==> config.mk <==
export PLATFORM = sky130hd
export DESIGN_NAME = sr_pulse_driver
export DESIGN_NICKNAME = d
export VERILOG_FILES = /design/src/rtl/sr_pulse_driver.sv
export SDC_FILE = /design/constraint.sdc
export NUM_CORES = 1
export LEC_CHECK = 0
export CORE_MARGIN = 3
export CORE_UTILIZATION = 40
export DETAILED_ROUTE_END_ITERATION = 6
export GPL_ROUTABILITY_DRIVEN = 0
export HOLD_SLACK_MARGIN = 0.03
export PLACE_DENSITY = 0.66
export SYNTH_ARGS = -nofsm -noshare
export SYNTH_HDL_FRONTEND = slang
export SYNTH_SLANG_ARGS = --single-unit
==> constraint.sdc <==
create_clock -name clk -period 4 [get_ports clk]
set_input_delay 0.8 -clock clk [delete_from_list [all_inputs] [get_ports clk]]
set_output_delay 0.8 -clock clk [all_outputs]
set_load 0.02 [all_outputs]
==> src/rtl/sr_pulse_driver.sv <==
// Pulse driver for a cross-coupled NOR SR latch with q feedback check.
// Optional single retry on a failed check: define SR_DRV_RETRY_EN.
module sr_pulse_driver #(
    parameter int PULSE_W = 4,
    parameter int GAP_W   = 2,
    parameter int CNT_W   = 8
) (
    input  logic clk,
    input  logic rst,
    input  logic req_set,
    input  logic req_clr,
    input  logic q_fb,
    output logic s,
    output logic r,
    output logic busy,
    output logic done,
    output logic err,
    output logic q_sync
);

    typedef enum logic [1:0] {
        IDLE,
        PULSE,
        GAP,
        CHECK
    } state_t;

    localparam logic [CNT_W-1:0] PULSE_LD = CNT_W'(PULSE_W - 1);
    localparam logic [CNT_W-1:0] GAP_LD   = CNT_W'(GAP_W - 1);

    state_t           state;
    state_t           state_nxt;
    logic [CNT_W-1:0] cnt;
    logic [CNT_W-1:0] cnt_nxt;
    logic             tgt;
    logic             tgt_nxt;
    logic             sync1;
    logic             mism;
    logic             s_nxt;
    logic             r_nxt;
    logic             busy_nxt;
    logic             done_nxt;
    logic             err_nxt;
`ifdef SR_DRV_RETRY_EN
    logic             again;
    logic             again_nxt;
    logic             retried;
    logic             retried_nxt;
`endif

    // q_fb is asynchronous to clk; two flops before any use
    always_ff @(posedge clk or posedge rst) begin
        if (rst) begin
            sync1  <= 1'b0;
            q_sync <= 1'b0;
        end else begin
            sync1  <= q_fb;
            q_sync <= sync1;
        end
    end

    assign mism = (q_sync != tgt);

    always_comb begin
        state_nxt = state;
        cnt_nxt   = cnt;
        tgt_nxt   = tgt;
        done_nxt  = 1'b0;
        err_nxt   = 1'b0;
`ifdef SR_DRV_RETRY_EN
        again_nxt   = 1'b0;
        retried_nxt = retried;
`endif
        case (state)
            IDLE: begin
                if (req_set && req_clr) begin
                    state_nxt = CHECK;
                    done_nxt  = 1'b1;
                    err_nxt   = 1'b1;
                end else if (req_set ^ req_clr) begin
                    tgt_nxt = req_set;
                    if (q_sync == req_set) begin
                        state_nxt = CHECK;
                        done_nxt  = 1'b1;
                    end else begin
                        state_nxt = PULSE;
                        cnt_nxt   = PULSE_LD;
                    end
                end
            end
            PULSE: begin
                if (cnt == '0) begin
                    state_nxt = GAP;
                    cnt_nxt   = GAP_LD;
                end else begin
                    cnt_nxt = cnt - 1'b1;
                end
            end
            GAP: begin
                if (cnt == '0) begin
                    state_nxt = CHECK;
`ifdef SR_DRV_RETRY_EN
                    if (mism && !retried) begin
                        again_nxt   = 1'b1;
                        retried_nxt = 1'b1;
                    end else begin
                        done_nxt = 1'b1;
                        err_nxt  = mism;
                    end
`else
                    done_nxt = 1'b1;
                    err_nxt  = mism;
`endif
                end else begin
                    cnt_nxt = cnt - 1'b1;
                end
            end
            CHECK: begin
`ifdef SR_DRV_RETRY_EN
                if (again) begin
                    state_nxt = PULSE;
                    cnt_nxt   = PULSE_LD;
                end else begin
                    state_nxt   = IDLE;
                    retried_nxt = 1'b0;
                end
`else
                state_nxt = IDLE;
`endif
            end
            default: begin
                state_nxt = IDLE;
                cnt_nxt   = '0;
            end
        endcase
    end

    // drive levels come from the next state, so s and r are flop outputs
    // and can never be high together
    assign s_nxt    = (state_nxt == PULSE) &&  tgt_nxt;
    assign r_nxt    = (state_nxt == PULSE) && !tgt_nxt;
    assign busy_nxt = (state_nxt != IDLE);

    always_ff @(posedge clk or posedge rst) begin
        if (rst) begin
            state <= IDLE;
            cnt   <= '0;
            tgt   <= 1'b0;
            s     <= 1'b0;
            r     <= 1'b0;
            busy  <= 1'b0;
            done  <= 1'b0;
            err   <= 1'b0;
        end else begin
            state <= state_nxt;
            cnt   <= cnt_nxt;
            tgt   <= tgt_nxt;
            s     <= s_nxt;
            r     <= r_nxt;
            busy  <= busy_nxt;
            done  <= done_nxt;
            err   <= err_nxt;
        end
    end

`ifdef SR_DRV_RETRY_EN
    always_ff @(posedge clk or posedge rst) begin
        if (rst) begin
            again   <= 1'b0;
            retried <= 1'b0;
        end else begin
            again   <= again_nxt;
            retried <= retried_nxt;
        end
    end
`endif

endmodule
# [Yosys cells after proc, flatten, opt, wreduce, memory -nomap -nowiden]
# Cells that the tools add are included.
[word_totals] regBits=18 latch_bits=0 ram_bits=0 rom_bits=0 in_bits=5 mem_count=0
[op_classes] add_sub_neg=1 n_mul=0 div=0 magnitude_cmp=0 n_eq_ne=10 shifts=0 n_mux=23 bitwise=1 n_reduce_logical=9
[op_table] operator="$mux 8" count=5
[op_table] operator="$pmux 8 s3" count=1
[op_table] operator="$mux 2" count=5
[op_table] operator="$mux 1" count=9
[op_table] operator="$logic_not 8->1" count=1
[op_table] operator="$ne 2x2->1 const B" count=4
[op_table] operator="$pmux 2 s4" count=1
[op_table] operator="$sub 8x1->8 const B" count=1
[op_table] operator="$reduce_and 5->1" count=1
[op_table] operator="$eq 2x1->1 const B" count=2
[op_table] operator="$eq 2x2->1 const B" count=2
[op_table] operator="$pmux 1 s2" count=2
[op_table] operator="$logic_and 1x1->1" count=3
[op_table] operator="$reduce_bool 3->1" count=1
[op_table] operator="$logic_not 2->1" count=1
[op_table] operator="$reduce_bool 2->1" count=1
[op_table] operator="$eq 1x1->1" count=1
[op_table] operator="$logic_not 1->1" count=1
[op_table] operator="$ne 1x1->1" count=1
[op_table] operator="$xor 1x1->1" count=1

# [Depth between registers and ports, before layout]
# Gate-level depths: netlist of the first run.
[depth] word_depth=7 depth_mapped=6

# [Least setup slack after synthesis of the first run]
# Ideal clock, no wire load.
[synth_path] path_kind="input port to flip-flop" start="input req_set" end="register cnt[7]" setup_time_ns=0.082 arrival_time_ns=2.359 required_time_ns=3.918 slack_ns=1.559 path_stages=5 path_buffers=0 cell_sequence="ha_1 -> or3b_1 -> o22a_4 -> or4_1 -> a22oi_2"
[synth_via] elab_chain_len=3 word_cells_on_any_way=7 cone_classes="4 x eq/ne; 1 x bitwise; 2 x reduce/logical"
[synth_lines] element="from (decl)" line="10" rtl="input logic req_set,"
[synth_lines] element="$eq 1x1->1, or another cell as far along" line="82" rtl="if (q_sync == req_set) begin"
[synth_lines] element="$ne 2x2->1 (no source line)"
[synth_lines] element="$reduce_and 5->1 (no source line) *"
[synth_lines] element="to (signal assigned)" line="156" rtl="cnt <= cnt_nxt;"
[synth_lines] element="to (decl)" line="33" rtl="logic [CNT_W-1:0] cnt;"
# Mark *: on every way between the ends. The rest lies on a longest branch, timed or not.
# A chain may end at the register's enable or synchronous reset.

# [Final worst setup path of the first run]
[layout_path] start="input req_set" end="register cnt[6]"
# The elaborated chain is that of the path after synthesis.

==> results of run 1 <==
[logic make-up after synthesis]
group / after synthesis / synth area share
xor+xnor: 2 / 0.0168
compound gates: 31 / 0.216
flops: 18 / 0.432
mux: 2 / 0.0204
simple gates: 28 / 0.178
fa+ha+maj: 8 / 0.0960
buf+inv: 11 / 0.0408
[metrics by stage]
stage          setup WS, ps  instances  power [W]  hold slack, ps
2_1_floorplan          1560        100   0.000705             331
3_3_place_gp            997        138   0.000839             347
3_5_place_dp            948        138   0.000852             350
4_1_cts                1270        142   0.000968             376
5_1_grt                1180        142    0.00105             379
6_report               1270        142   0.000965             374
[per-layer routing]
metal  part of all wire  global-route usage  wire (µm)  up-vias
li1                   -                   -          -      406
met5                  0                   0          0        -
met4              0.017              0.0596         36        0
met2               0.48               0.230        987       19
met3              0.041              0.0294         84        5
met1               0.46               0.184        950      404
[worst paths after layout]
| check | to | slack, ps |
|---|---|---|
| worst max-delay path | cnt[6]$_DFFE_PP0P_ | 1270 |
| worst min-delay path | q_sync$_DFF_PP0_ | 370 |
| worst max register to register | cnt[4]$_DFFE_PP0P_ | 1860 |
| worst min register to register | q_sync$_DFF_PP0_ | 370 |
| max in group asynchronous | cnt[6]$_DFFE_PP0P_ | 2660 |
| min in group asynchronous | done$_DFF_PP0_ | 890 |
[power by group through the flow]
stage	clock (W)	sequential, W	combinational [W]
after floorplan	0	0.000332	0.000373
after global placement	0	0.000323	0.000517
after detailed placement	0	0.000325	0.000526
after CTS	0.000118	0.000323	0.000527
after global routing	0.000125	0.000336	0.000588
final	0.000116	0.000323	0.000526
[cells in the final DEF (no fill, tap or decap), types with 2 or more instances in the layout]
| cell type | instances |
|---|---|
| dfrtp_1 | 18 |
| inv_1 | 10 |
| clkdlybuf4s50_1 | 10 |
| ha_1 | 8 |
| or4_1 | 5 |
| a22oi_1 | 5 |
| o21ai_0 | 4 |
| o22ai_1 | 4 |
| o31ai_1 | 4 |
| nand2_1 | 3 |
| a211oi_1 | 3 |
| nor3_1 | 3 |
| a21oi_1 | 3 |
| clkbuf_4 | 3 |
| nand3_1 | 2 |
| xnor2_1 | 2 |
| and2_1 | 2 |
| nand3b_1 | 2 |
| nor2_1 | 2 |
[registers in the layout, summed over array words and instances, names as in the netlist]
| signal | count |
|---|---|
| busy | 1 |
| done | 1 |
| s | 1 |
| err | 1 |
| tgt | 1 |
| cnt | 8 |
| state | 2 |
| q_sync | 1 |
| r | 1 |
| sync1 | 1 |
[worst max-delay path, stage by stage]
cell and delay (ps):
clkdlybuf4s50_1 470, ha_1 370, or3b_1 390, o22a_4 240, or4_1 520, a22oi_1 160
[cell usage after synthesis, drive strengths merged (2+ instances only)]
cell type | count | area share
nand2 | 3 | 0.011
ha | 8 | 0.096
o22ai | 4 | 0.024
and2 | 2 | 0.012
nor2 | 2 | 0.0072
nor3 | 4 | 0.024
inv | 10 | 0.036
a21oi | 3 | 0.014
o31ai | 4 | 0.029
nand3 | 2 | 0.0096
or4 | 5 | 0.036
a211oi | 3 | 0.022
a22oi | 6 | 0.048
nand3b | 2 | 0.014
o21ai | 5 | 0.024
xnor2 | 2 | 0.017
dfrtp | 18 | 0.43
[cell type report]
type / instances / share of cell area
clock buffer: 4 / 0.0298
inverter: 10 / 0.0309
sequential: 18 / 0.370
timing repair buffer: 11 / 0.0885
tap: 28 / 0.0288
multi-input combinational: 71 / 0.452
==> flow_metrics.tcl, run 1 <==
set metrics [dict create \
    synth.cell_area_um2 1040 \
    min_period_over_period 0.683 \
    horizontal_extent_of_the_die_um 57.0 \
    critical_path.startpoint "req_set" \
    top_level_ports 11 \
    fmax_mhz 366 \
    cellLeakagePower_nw 0.525 \
    nFillCells 222 \
    rsz0062_at_grt "false" \
    drt_pass1_iterations 4 \
    min_path_type "register to register" \
    number_of_enable_type_register_cells_in_the_synthesized_netlist 0 \
    initial_core_util 0.445 \
    grt_start_max_net_pins 19 \
    hpwl_um 1500 \
    cell_internal_pwr_w 0.000532 \
    yosysWarnings 0 \
    via_count 834 \
    worstSetupPathType "input pin to register" \
    main_synth_ff_type "dfrtp_1" \
    worst_pin_slew_ps 707 \
    fp.coreArea_um2 2340 \
    postLayoutCoreUtil 0.520 \
    antenna_found_initial 0 \
    postLayoutCellArea_um2 1220 \
    viasPerCell 5.87 \
    asyncSetResetFlopFracSynth 1.00 \
    critPathCaptureType "register" \
    yosys_register_bits 18 \
    port-buffer-count 10 \
    switching_share 0.449 \
    cts-htree-levels 1 \
    grt_first_pass_wirelength_um 3650 \
    netSwitchingPower_w 0.000433 \
    postPlaceCellArea_um2 1180 \
    timing.critical_path.fanout_max 10 \
    tritoncts_clock_tree "yes" \
    hold_viol 0 \
    post_drt_wl_per_cell_um 14.5 \
    worstHoldStart "sync1$_DFF_PP0_" \
    first_global_vias 816 \
    holdBufCountCts 0 \
    netlist_instances 100 \
    global_route.usage.total 0.142 \
    cts.path.max_buffers 2 \
    overflow 0 \
    timing.final.max_slew_violations 0 \
    regToRegStartpoint "cnt[0]$_DFFE_PP0P_" \
    report.final.setup_viol 0 \
    ir_worst_vdd_mv 0.324 \
    timing.clock.skew_ps 3.57 \
    worst_ep_arrival_time_ps 2960 \
    root_buffer "clkbuf_4" \
    avgSynthCellArea_um2 10.4 \
    post_route_drc 0 \
    number_of_violations_of_the_max_capacitance_limit 0 \
    placement_rows 17 \
    synth-seq-area-share 0.432 \
    clk_pin_slew_worst_paths_ps 110 \
    unique_masters_post_synth 37 \
    worst_setup_path_start_kind "input pin" \
    post-cts-setup-buffer-count 0 \
    crit_required_ps 4230 \
    min_period_ps 2730 \
    seq_power_share 0.335 \
    tns_setup_ps 0 \
    run_status "finished clean" \
    die_h_um 57.0 \
    net_count_final 128 \
    antenna-diode-count 0 \
    clkLatencyLatePin_ps 300 \
    clkSinkCount 18 \
    detailedRoute.firstIterationViolations 28 \
    layout.area.seq_um2 450 \
    synth.net_count 113 \
    share_comb_of_total_power 0.545 \
    worst_r2r_path_depth 6 \
    holdPathStages 0 \
    p_clk_frac 0.120 \
    antenna_violating_nets_post_route 0 \
    post_cts_resized 0 \
    syn_to_final_growth_pct 16.7 \
    relSlewSlack 0.528 \
    power.density_nw_per_um2 794 \
    cts_inserted_buffers 3 \
    drive_above_1_share 0.105 \
    multi_input_area_um2 549 \
    die_area_um2 3250 \
    routed_wl_um 2060 \
]
Note: power is estimated with default switching activity, not from simulation.
==> run 2: changes to the inputs <==
PLACE_DENSITY = 0.68   (was 0.66)
clock period = 2.5 ns   (was 4 ns; I/O delays follow)
==> run 2 against run 1 <==
  * Sequential power increased by 61%
  * Flip-flop and latch count unchanged
  * Via count unchanged
==> flow_metrics.tcl, run 2 (same netlist as run 1, synthesis figures left out) <==
set metrics [dict create \
    run_status "finished clean" \
    initial_core_util 0.445 \
    fp.coreArea_um2 2340 \
    root_buffer "clkbuf_4" \
    netSwitchingPower_w 0.000691 \
    antenna_violating_nets_post_route 0 \
    fmax_mhz 430 \
    timing.critical_path.fanout_max 8 \
    tritoncts_clock_tree "yes" \
    p_clk_frac 0.094 \
    worst_setup_path_start_kind "input pin" \
    post_route_drc 0 \
    ir_worst_vdd_mv 0.621 \
    grt_first_pass_wirelength_um 3740 \
    cts.path.max_buffers 2 \
    worstHoldStart "sync1$_DFF_PP0_" \
    top_library_cells_by_usage_in_the_layout_fill_and_taps_aside "dfrtp_1, inv_1, clkdlybuf4s50_1" \
    nFillCells 229 \
    min_period_ps 2320 \
    syn_to_final_growth_pct 19.0 \
    grt_most_used_layer "met2" \
    drive_above_1_share 0.136 \
    cts_inserted_buffers 3 \
    antenna-diode-count 0 \
    holdPathStages 0 \
    largest_register_ff_count 8 \
    ff2ff_setup_slack_ps 390 \
    clk_pin_slew_worst_paths_ps 100 \
    die_h_um 57.0 \
    detailedRoute.firstIterationViolations 17 \
    switching_share 0.447 \
    routed_wl_um 2130 \
    first_global_vias 859 \
    max_flop_register "cnt" \
    number_of_violations_of_the_max_capacitance_limit 0 \
    grt_start_max_net_pins 19 \
    worst_r2r_path_depth 6 \
    die_area_um2 3250 \
    horizontal_extent_of_the_die_um 57.0 \
    share_comb_of_total_power 0.570 \
    biggestRegsByFlops "cnt: 8 flops, state: 2 flops" \
    crit_required_ps 2730 \
    top_level_ports 11 \
    clkLatencyLatePin_ps 300 \
    relSlewSlack 0.547 \
    drt_pass1_iterations 4 \
    report.final.setup_viol 0 \
    worst_pin_slew_ps 679 \
    crit-reg2reg-capture "cnt[4]$_DFFE_PP0P_" \
    hold-path-endpoint "q_sync$_DFF_PP0_" \
    postLayoutCellArea_um2 1240 \
    placement_rows 17 \
    min_period_over_period 0.930 \
    post-cts-setup-buffer-count 0 \
    viasPerCell 5.71 \
    critPathCaptureType "register" \
    hold_viol 0 \
    cts-htree-levels 1 \
    mostFrequentLayoutCell "dfrtp_1" \
    groute.layer.met1.usage 0.179 \
    clkSinkCount 18 \
    cell_internal_pwr_w 0.000854 \
    min_path_type "register to register" \
    postPlaceCellArea_um2 1220 \
    via_count 834 \
    hpwl_um 1650 \
    use_met2 0.238 \
    timing.clock.skew_ps 8.16 \
    rsz0062_at_grt "false" \
    overflow 0 \
    worst_ep_arrival_time_ps 2550 \
    port-buffer-count 10 \
    seq_power_share 0.336 \
    timing.final.max_slew_violations 0 \
    net_count_final 133 \
    holdBufCountCts 0 \
    global_route.usage.total 0.144 \
    cellLeakagePower_nw 0.542 \
    regToRegStartpoint "cnt[0]$_DFFE_PP0P_" \
    post_drt_wl_per_cell_um 14.6 \
    post_cts_resized 0 \
    antenna_found_initial 0 \
    worstSetupPathType "input pin to register" \
    power.density_nw_per_um2 1250 \
    hold_ws_ps 353 \
    grtUsageMet3 0.0407 \
]
==> run 2: changes by cell type in the layout (fill, tap and decap cells not counted), sizes merged <==
| cell | previous run | this run |
|---|---|---|
| clkbuf | 4 | 3 |
| buf | 1 | 6 |
==> run 2: power by group through the flow <==
stage	logic, W	clock network (W)	registers (W)
after global routing	0.000987	0.000160	0.000538
final	0.000881	0.000145	0.000519
after floorplan	0.000597	0	0.000531
after CTS	0.000886	0.000151	0.000516
after global placement	0.000853	0	0.000517
after detailed placement	0.000881	0	0.000521
==> run 2: metal layers <==
layer  wire length, µm  share of wire
met1              1010           0.47
met2              1030           0.49
met3                67          0.031
met4                21         0.0099
met5                 0              0
==> run 2: final cells by class <==
type / count / area [µm²] / share of cell area
Tap cell: 28 / 35.0 / 0.0283
Multi-Input combinational cell: 71 / 549 / 0.443
Inverter: 10 / 37.5 / 0.0303
Timing Repair Buffer: 16 / 145 / 0.117
Clock buffer: 3 / 22.5 / 0.0182
Sequential cell: 18 / 450 / 0.363
==> run 2: worst max-delay path, cell delays in order <==
cell	delay, ps
clkdlybuf4s50_1	440
ha_1	320
or3b_1	390
o22a_4	230
or4_1	520
a22oi_2	150
==> run 2: worst max-delay path by stage <==
stage	startpoint	depth (start not counted)	to
finish	req_set	6	cnt[7]$_DFFE_PP0P_
floorplan	req_set	5	cnt[7]$_DFFE_PP0P_
global placement	req_set	6	cnt[7]$_DFFE_PP0P_
detailed placement	req_set	6	cnt[7]$_DFFE_PP0P_
CTS	req_set	6	cnt[7]$_DFFE_PP0P_
global route	req_set	6	cnt[4]$_DFFE_PP0P_
==> run 2: per-stage QoR <==
step / setup TNS (ps) / utilization / total power [W] / instances / worst slack, ps
after floorplan: 0 / - / 0.00113 / 100 / 359
after global placement: -200 / 0.520 / 0.00137 / 143 / -75.9
after detailed placement: -433 / 0.520 / 0.00140 / 143 / -129
after CTS: 0 / 0.530 / 0.00155 / 146 / 178
after global routing: 0 / 0.530 / 0.00169 / 146 / 131
final: 0 / 0.530 / 0.00154 / 146 / 176
